<file path="src/rtl/gamma_lut_sched_if.sv">
// gamma_lut_sched_if: bundles the pixel-in, pixel-out, host-config and LUT-RAM
// signals of gamma_lut_sched.
//   master : environment side (pixel source/sink, host, LUT RAM)
//   slave  : the scheduler itself
interface gamma_lut_sched_if;
  logic [15:0] pix_in;
  logic        pix_valid;
  logic        pix_ready;
  logic        bypass;
  logic [15:0] pix_out;
  logic        out_valid;
  logic        out_ready;
  logic        cfg_wr_req;
  logic [5:0]  cfg_addr;
  logic [5:0]  cfg_data;
  logic        cfg_wr_ack;
  logic [5:0]  lut_addr;
  logic        lut_rd_en;
  logic        lut_we;
  logic [5:0]  lut_wdata;
  logic [5:0]  lut_rdata;
  logic        busy;

  modport master (
    output pix_in, pix_valid, bypass, out_ready, cfg_wr_req, cfg_addr, cfg_data, lut_rdata,
    input  pix_ready, pix_out, out_valid, cfg_wr_ack, lut_addr, lut_rd_en, lut_we, lut_wdata, busy
  );

  modport slave (
    input  pix_in, pix_valid, bypass, out_ready, cfg_wr_req, cfg_addr, cfg_data, lut_rdata,
    output pix_ready, pix_out, out_valid, cfg_wr_ack, lut_addr, lut_rd_en, lut_we, lut_wdata, busy
  );
endinterface

</file>
<file path="src/rtl/gamma_lut_sched.sv">
// gamma_lut_sched: shares one 64x6 single-port gamma LUT (1-cycle read latency)
// between the RGB565 pixel path and host table writes. Each pixel gets three
// sequential lookups (R, G, B); host writes are only granted in IDLE, so a
// pixel always sees one consistent table. Writes and pixels alternate when
// both sides request continuously.
// Ports:
//   clk, rst_n : clock, synchronous active-low reset
//   bus.slave  : pixel in (pix_in/pix_valid/pix_ready/bypass),
//                pixel out (pix_out/out_valid/out_ready),
//                host write (cfg_wr_req/cfg_addr/cfg_data/cfg_wr_ack),
//                LUT RAM (lut_addr/lut_rd_en/lut_we/lut_wdata/lut_rdata), busy
//
// state | meaning
// IDLE  | arbitrate host write vs next pixel
// LK_R  | R lookup issued
// LK_G  | G lookup issued, R result returning
// LK_B  | B lookup issued, G result returning
// CAP_B | B result returning, assemble output
// OUT   | output valid, waiting for out_ready
// WR    | LUT write + ack pulse
module gamma_lut_sched (
  input logic clk,
  input logic rst_n,
  gamma_lut_sched_if.slave bus
);
  typedef enum logic [2:0] {IDLE, LK_R, LK_G, LK_B, CAP_B, OUT, WR} state_t;

  state_t      state, state_d;
  logic        wr_prio, wr_prio_d;
  logic [10:0] gb_q, gb_q_d;
  logic [5:0]  r_q, r_q_d, g_q, g_q_d;
  logic [15:0] pix_out_q, pix_out_d;
  logic        out_valid_q, out_valid_d;
  logic        ack_q, ack_d;
  logic        we_q, we_d;
  logic        rd_en_q, rd_en_d;
  logic [5:0]  addr_q, addr_d;
  logic [5:0]  wdata_q, wdata_d;
  logic        busy_q;
  logic        pix_ready_c, wr_grant, pix_acc;

  // Ready does not look at pix_valid; a waiting writer without priority only
  // wins when no pixel is offered, which wr_grant handles.
  assign pix_ready_c = (state == IDLE) && !(bus.cfg_wr_req && wr_prio);
  assign wr_grant    = (state == IDLE) && bus.cfg_wr_req && (wr_prio || !bus.pix_valid);
  assign pix_acc     = bus.pix_valid && pix_ready_c;

  // All outputs except pix_ready are registered, so this block computes the
  // values they take in the next cycle.
  always_comb begin
    state_d     = state;
    wr_prio_d   = wr_prio;
    gb_q_d      = gb_q;
    r_q_d       = r_q;
    g_q_d       = g_q;
    pix_out_d   = pix_out_q;
    out_valid_d = out_valid_q;
    ack_d       = 1'b0;
    we_d        = 1'b0;
    rd_en_d     = 1'b0;
    addr_d      = addr_q;
    wdata_d     = wdata_q;
    case (state)
      IDLE: begin
        if (wr_grant) begin
          state_d = WR;
          we_d    = 1'b1;
          ack_d   = 1'b1;
          addr_d  = bus.cfg_addr;
          wdata_d = bus.cfg_data;
        end else if (pix_acc) begin
          gb_q_d = bus.pix_in[10:0];
          if (bus.bypass) begin
            state_d     = OUT;
            pix_out_d   = bus.pix_in;
            out_valid_d = 1'b1;
          end else begin
            state_d = LK_R;
            rd_en_d = 1'b1;
            addr_d  = {bus.pix_in[15:11], 1'b0};
          end
        end
      end
      LK_R: begin
        state_d = LK_G;
        rd_en_d = 1'b1;
        addr_d  = gb_q[10:5];
      end
      LK_G: begin
        state_d = LK_B;
        rd_en_d = 1'b1;
        addr_d  = {gb_q[4:0], 1'b0};
        r_q_d   = bus.lut_rdata;
      end
      LK_B: begin
        state_d = CAP_B;
        g_q_d   = bus.lut_rdata;
      end
      CAP_B: begin
        state_d     = OUT;
        pix_out_d   = {r_q[5:1], g_q, bus.lut_rdata[5:1]};
        out_valid_d = 1'b1;
      end
      OUT: begin
        if (bus.out_ready) begin
          state_d     = IDLE;
          out_valid_d = 1'b0;
          wr_prio_d   = 1'b1;
        end
      end
      WR: begin
        state_d   = IDLE;
        wr_prio_d = 1'b0;
      end
      default: state_d = IDLE;
    endcase
  end

  always_ff @(posedge clk) begin
    if (!rst_n) begin
      state       <= IDLE;
      wr_prio     <= 1'b1;
      gb_q        <= '0;
      r_q         <= '0;
      g_q         <= '0;
      pix_out_q   <= '0;
      out_valid_q <= 1'b0;
      ack_q       <= 1'b0;
      we_q        <= 1'b0;
      rd_en_q     <= 1'b0;
      addr_q      <= '0;
      wdata_q     <= '0;
      busy_q      <= 1'b0;
    end else begin
      state       <= state_d;
      wr_prio     <= wr_prio_d;
      gb_q        <= gb_q_d;
      r_q         <= r_q_d;
      g_q         <= g_q_d;
      pix_out_q   <= pix_out_d;
      out_valid_q <= out_valid_d;
      ack_q       <= ack_d;
      we_q        <= we_d;
      rd_en_q     <= rd_en_d;
      addr_q      <= addr_d;
      wdata_q     <= wdata_d;
      busy_q      <= (state_d != IDLE);
    end
  end

  assign bus.pix_ready  = pix_ready_c;
  assign bus.pix_out    = pix_out_q;
  assign bus.out_valid  = out_valid_q;
  assign bus.cfg_wr_ack = ack_q;
  assign bus.lut_addr   = addr_q;
  assign bus.lut_rd_en  = rd_en_q;
  assign bus.lut_we     = we_q;
  assign bus.lut_wdata  = wdata_q;
  assign bus.busy       = busy_q;
endmodule
</file>
<file path="src/flat_wrapper.sv">
// flat-port wrapper written by rule: the top's interface ports become plain ports
module gamma_lut_sched_flat 
  (clk, rst_n, bus_pix_in, bus_pix_valid, bus_bypass, bus_out_ready, bus_cfg_wr_req, bus_cfg_addr, bus_cfg_data, bus_lut_rdata, bus_pix_ready, bus_pix_out, bus_out_valid, bus_cfg_wr_ack, bus_lut_addr, bus_lut_rd_en, bus_lut_we, bus_lut_wdata, bus_busy);
  gamma_lut_sched_if bus_i ();
  input logic clk;
  input logic rst_n;
  input wire logic [$bits(bus_i.pix_in)-1:0] bus_pix_in;
  input wire logic [$bits(bus_i.pix_valid)-1:0] bus_pix_valid;
  input wire logic [$bits(bus_i.bypass)-1:0] bus_bypass;
  input wire logic [$bits(bus_i.out_ready)-1:0] bus_out_ready;
  input wire logic [$bits(bus_i.cfg_wr_req)-1:0] bus_cfg_wr_req;
  input wire logic [$bits(bus_i.cfg_addr)-1:0] bus_cfg_addr;
  input wire logic [$bits(bus_i.cfg_data)-1:0] bus_cfg_data;
  input wire logic [$bits(bus_i.lut_rdata)-1:0] bus_lut_rdata;
  output wire logic [$bits(bus_i.pix_ready)-1:0] bus_pix_ready;
  output wire logic [$bits(bus_i.pix_out)-1:0] bus_pix_out;
  output wire logic [$bits(bus_i.out_valid)-1:0] bus_out_valid;
  output wire logic [$bits(bus_i.cfg_wr_ack)-1:0] bus_cfg_wr_ack;
  output wire logic [$bits(bus_i.lut_addr)-1:0] bus_lut_addr;
  output wire logic [$bits(bus_i.lut_rd_en)-1:0] bus_lut_rd_en;
  output wire logic [$bits(bus_i.lut_we)-1:0] bus_lut_we;
  output wire logic [$bits(bus_i.lut_wdata)-1:0] bus_lut_wdata;
  output wire logic [$bits(bus_i.busy)-1:0] bus_busy;
  assign bus_i.pix_in = bus_pix_in;
  assign bus_i.pix_valid = bus_pix_valid;
  assign bus_i.bypass = bus_bypass;
  assign bus_i.out_ready = bus_out_ready;
  assign bus_i.cfg_wr_req = bus_cfg_wr_req;
  assign bus_i.cfg_addr = bus_cfg_addr;
  assign bus_i.cfg_data = bus_cfg_data;
  assign bus_i.lut_rdata = bus_lut_rdata;
  assign bus_pix_ready = bus_i.pix_ready;
  assign bus_pix_out = bus_i.pix_out;
  assign bus_out_valid = bus_i.out_valid;
  assign bus_cfg_wr_ack = bus_i.cfg_wr_ack;
  assign bus_lut_addr = bus_i.lut_addr;
  assign bus_lut_rd_en = bus_i.lut_rd_en;
  assign bus_lut_we = bus_i.lut_we;
  assign bus_lut_wdata = bus_i.lut_wdata;
  assign bus_busy = bus_i.busy;
  gamma_lut_sched u_core (.clk(clk), .rst_n(rst_n), .bus(bus_i));
endmodule
</file>
<file path="config.mk">
export PLATFORM = sky130hd
export DESIGN_NAME = gamma_lut_sched_flat
export DESIGN_NICKNAME = d
export VERILOG_FILES = /design/src/rtl/gamma_lut_sched_if.sv /design/src/rtl/gamma_lut_sched.sv /design/src/flat_wrapper.sv
export SDC_FILE = /design/constraint.sdc
export NUM_CORES = 1
export LEC_CHECK = 0
export BUFFER_PORTS_ARGS = -buffer_cell sky130_fd_sc_hd__buf_4
export CAP_MARGIN = 10
export CELL_PAD_IN_SITES_DETAIL_PLACEMENT = 0
export CELL_PAD_IN_SITES_GLOBAL_PLACEMENT = 1
export CORE_UTILIZATION = 25
export CTS_CLUSTER_DIAMETER = 150
export CTS_CLUSTER_SIZE = 28
export DETAILED_ROUTE_END_ITERATION = 8
export PLACE_DENSITY = 0.6
export SYNTH_ARGS = -nofsm -noshare
export SYNTH_HDL_FRONTEND = slang
export SYNTH_SLANG_ARGS = --single-unit
</file>
<file path="constraint.sdc">
create_clock -name clk -period 4.9 [get_ports clk]
set_input_delay 0 -clock clk [delete_from_list [all_inputs] [get_ports clk]]
set_output_delay 0 -clock clk [all_outputs]
set_load 0.02 [all_outputs]
</file>
==> flow_summary.yaml <==
clock_tree:
  clockBufferDepth: 2
  cts-root-buf: "clkbuf_8"
  clk_latency_ps: 340
  hold_buffers: 25
  cts_max_level: 3
  ctsResizeCount: 0
  clkTransAtPathRegs_ps: 70
  postCtsSetupBuffers: 0
  cts_sinks: 58
  cts_made_buffers: 9
  cts_tree: "built"
global_routing:
  grt_pass1_wl_mm: 12.8
  grt_pass1_vias: 2547
  grtUsageTotal: 0.144
  antenna_found_initial: 0
  grt_max_degree: 37
  grt-ovfl-total: 0
logic_synthesis:
  synth_area_leaders: "dfxtp_1, mux2i_1, nand2_1"
  yosysMostFrequentCell: "nand2_1"
  avgSynthCellArea_um2: 8.83
  synth_fp_nets: 358
  synth.distinct_cells: 39
  synth_top_area_frac: 0.414
  synth_seq_cells: 58
  syn_inst: 318
  synth_commonest_cells: "nand2_1, dfxtp_1, mux2i_1, a21oi_1, nor2_1"
  synth_edf_count: 0
  syn_area_um2: 2810
  async_flop_share: 0
  synth_top_flop_cell: "dfxtp_1"
  ys_seq_area_frac: 0.414
  ys_warn_count: 0
  yosys.area.top_type: "dfxtp_1"
power_and_ir_drop:
  ir_drop_uv: 154
  powerDensity_nw_per_um2: 484
  leakagePower_nw: 1.70
sta:
  period_share: 0.496
  hold_viol: 0
  setup-tns-final_ps: 0
  slew_headroom: 0.408
  timing.fmax_mhz: 412
  grt_setup_unrepaired: "no"
  skew_ps: 8.62
  drv_slew: 0
  setup_viol: 0
  timing.hold.ws_ps: 47.3
  worst_slack_ps: 2470
  tightest_slew_ps: 887
  fin_crit_ps: 2430
worst_setup_path:
  reg2regPathDepth: 4
  crit_type: "reg2reg"
  crit_arrival_ps: 2640
  start_kind: "register"
  worstReg2RegEnd: "u_core.bus.pix_out[4]"
  crit_fanout: 28
  end_kind: "register"
  cp_data_required_time_ps: 5110
  r2r_setup_slack_ps: 2470
  r2r-start: "u_core.state[2]"
final_layout:
  drive_above_1_share: 0.269
  diodes: 0
  finalNetCount: 444
  final_core_util: 0.355
  syn2layout_area_growth_pct: 37.6
route:
  num_vias: 2538
  antenna_left: 0
  firstDrtPassIters: 4
  drt_iter0_drc: 123
  wire_per_inst_um: 14.2
  viasPerCell: 4.62
  drc: 0
  wirelength_mm: 7.79
flow_run:
  cap_viol_max_count: 0
floorplanning:
  num_io_pins: 74
  core_um2: 10900
  rows: 38
  die_area_um2: 11700
  die_h_um: 108
  initial_utilization: 0.258
  die_x_um: 108
run_status:
  outcome: "finished clean"
hold_path:
  min_from: "bus_cfg_addr[3]"
  hold_end: "u_core.bus.lut_addr[3]"
  hold_path_class: "in2reg"
  hold_path_depth: 4
place:
  io_buffers: 73
  gp_congestion: 0.747
  dp_slack_ps: 2470
  hpwl_mm: 5.63
-- worst max-delay path, stage by stage, from the launching register on --
cell	delay, ps
dfxtp_1	900
nor3b_4	860
mux2_2	410
nand2_1	60
mux2i_1	70
-- cell families after synthesis --
family / after synthesis / share of synthesized area
flip-flops: 58 / 0.414
AO/OA/AOI/OAI: 67 / 0.163
AND/OR/NAND/NOR: 116 / 0.194
buffers and inverters: 33 / 0.0655
multiplexers: 44 / 0.164
-- cell usage in the layout, fill, tap and decap left out, types with 2 or more instances in the layout --
cell	Yosys	routed
a211oi_1	3	3
clkinv_2	0	2
buf_4	2	75
a21oi_1	27	27
o31ai_1	5	5
nor2_1	15	15
nor3_1	6	6
clkbuf_8	0	12
a21bo_2	5	5
dfxtp_1	58	58
nor2b_1	4	4
nand4_1	6	6
a211oi_2	3	3
o32ai_1	5	5
mux2i_1	28	28
mux2_2	6	6
nand2b_1	11	11
nand2_1	67	67
inv_1	8	8
dlygate4sd3_1	0	25
o211ai_1	3	3
a21o_1	2	2
o21ai_0	7	7
mux2_1	10	10
-- per-stage QoR --
stage	total power [mW]	instance area [µm²]	cells
4_1_cts	1.90	3860	549
2_1_floorplan	1.20	2810	318
6_report	1.87	3860	549
5_1_grt	2.00	3860	549
3_3_place_gp	1.40	3400	508
3_5_place_dp	1.40	3400	508
-- worst max-delay path by stage --
stage,startpoint,end
floorplan,u_core.state[0],u_core.bus.pix_out[10]
CTS,u_core.state[2],u_core.bus.pix_out[15]
detailed placement,u_core.state[2],u_core.bus.pix_out[15]
global route,u_core.state[2],u_core.bus.pix_out[4]
finish,u_core.state[2],u_core.bus.pix_out[4]
global placement,u_core.state[2],u_core.bus.pix_out[3]
-- per-layer routing --
| layer | track usage | vias to the layer above | part of all wire |
|---|---|---|---|
| met3 | 0.0386 | 16 | 0.052 |
| li1 | - | 1285 | - |
| met2 | 0.230 | 67 | 0.46 |
| met1 | 0.180 | 1170 | 0.46 |
| met4 | 0.0665 | 0 | 0.023 |
| met5 | 0 | - | 0 |
-- final cells by class --
cell class / count / area, µm²
clock buffers: 12 / 165
multi-input cells: 227 / 1470
fillers: 1144 / 7030
flip-flops and latches: 58 / 1160
repair buffers: 100 / 813
inverters: 8 / 30.0
clock inverters: 4 / 48.8
well taps: 140 / 175
-- power breakdown --
group | internal, mW | switching (mW) | total (mW)
combinational | 0.340 | 0.391 | 0.731
sequential | 0.571 | 0.0959 | 0.667
clock | 0.275 | 0.194 | 0.470
total | 1.19 | 0.681 | 1.87
-- sequential cells by signal, summed over array words and instances (netlist names), 3 cells and up --
signal / flops
u_core.state: 3
u_core.bus.lut_wdata: 6
u_core.bus.pix_out: 16
u_core.bus.lut_addr: 6
u_core.r_q: 5
u_core.g_q: 6
u_core.gb_q: 11
No activity file was read; power rests on OpenSTA's default activity.
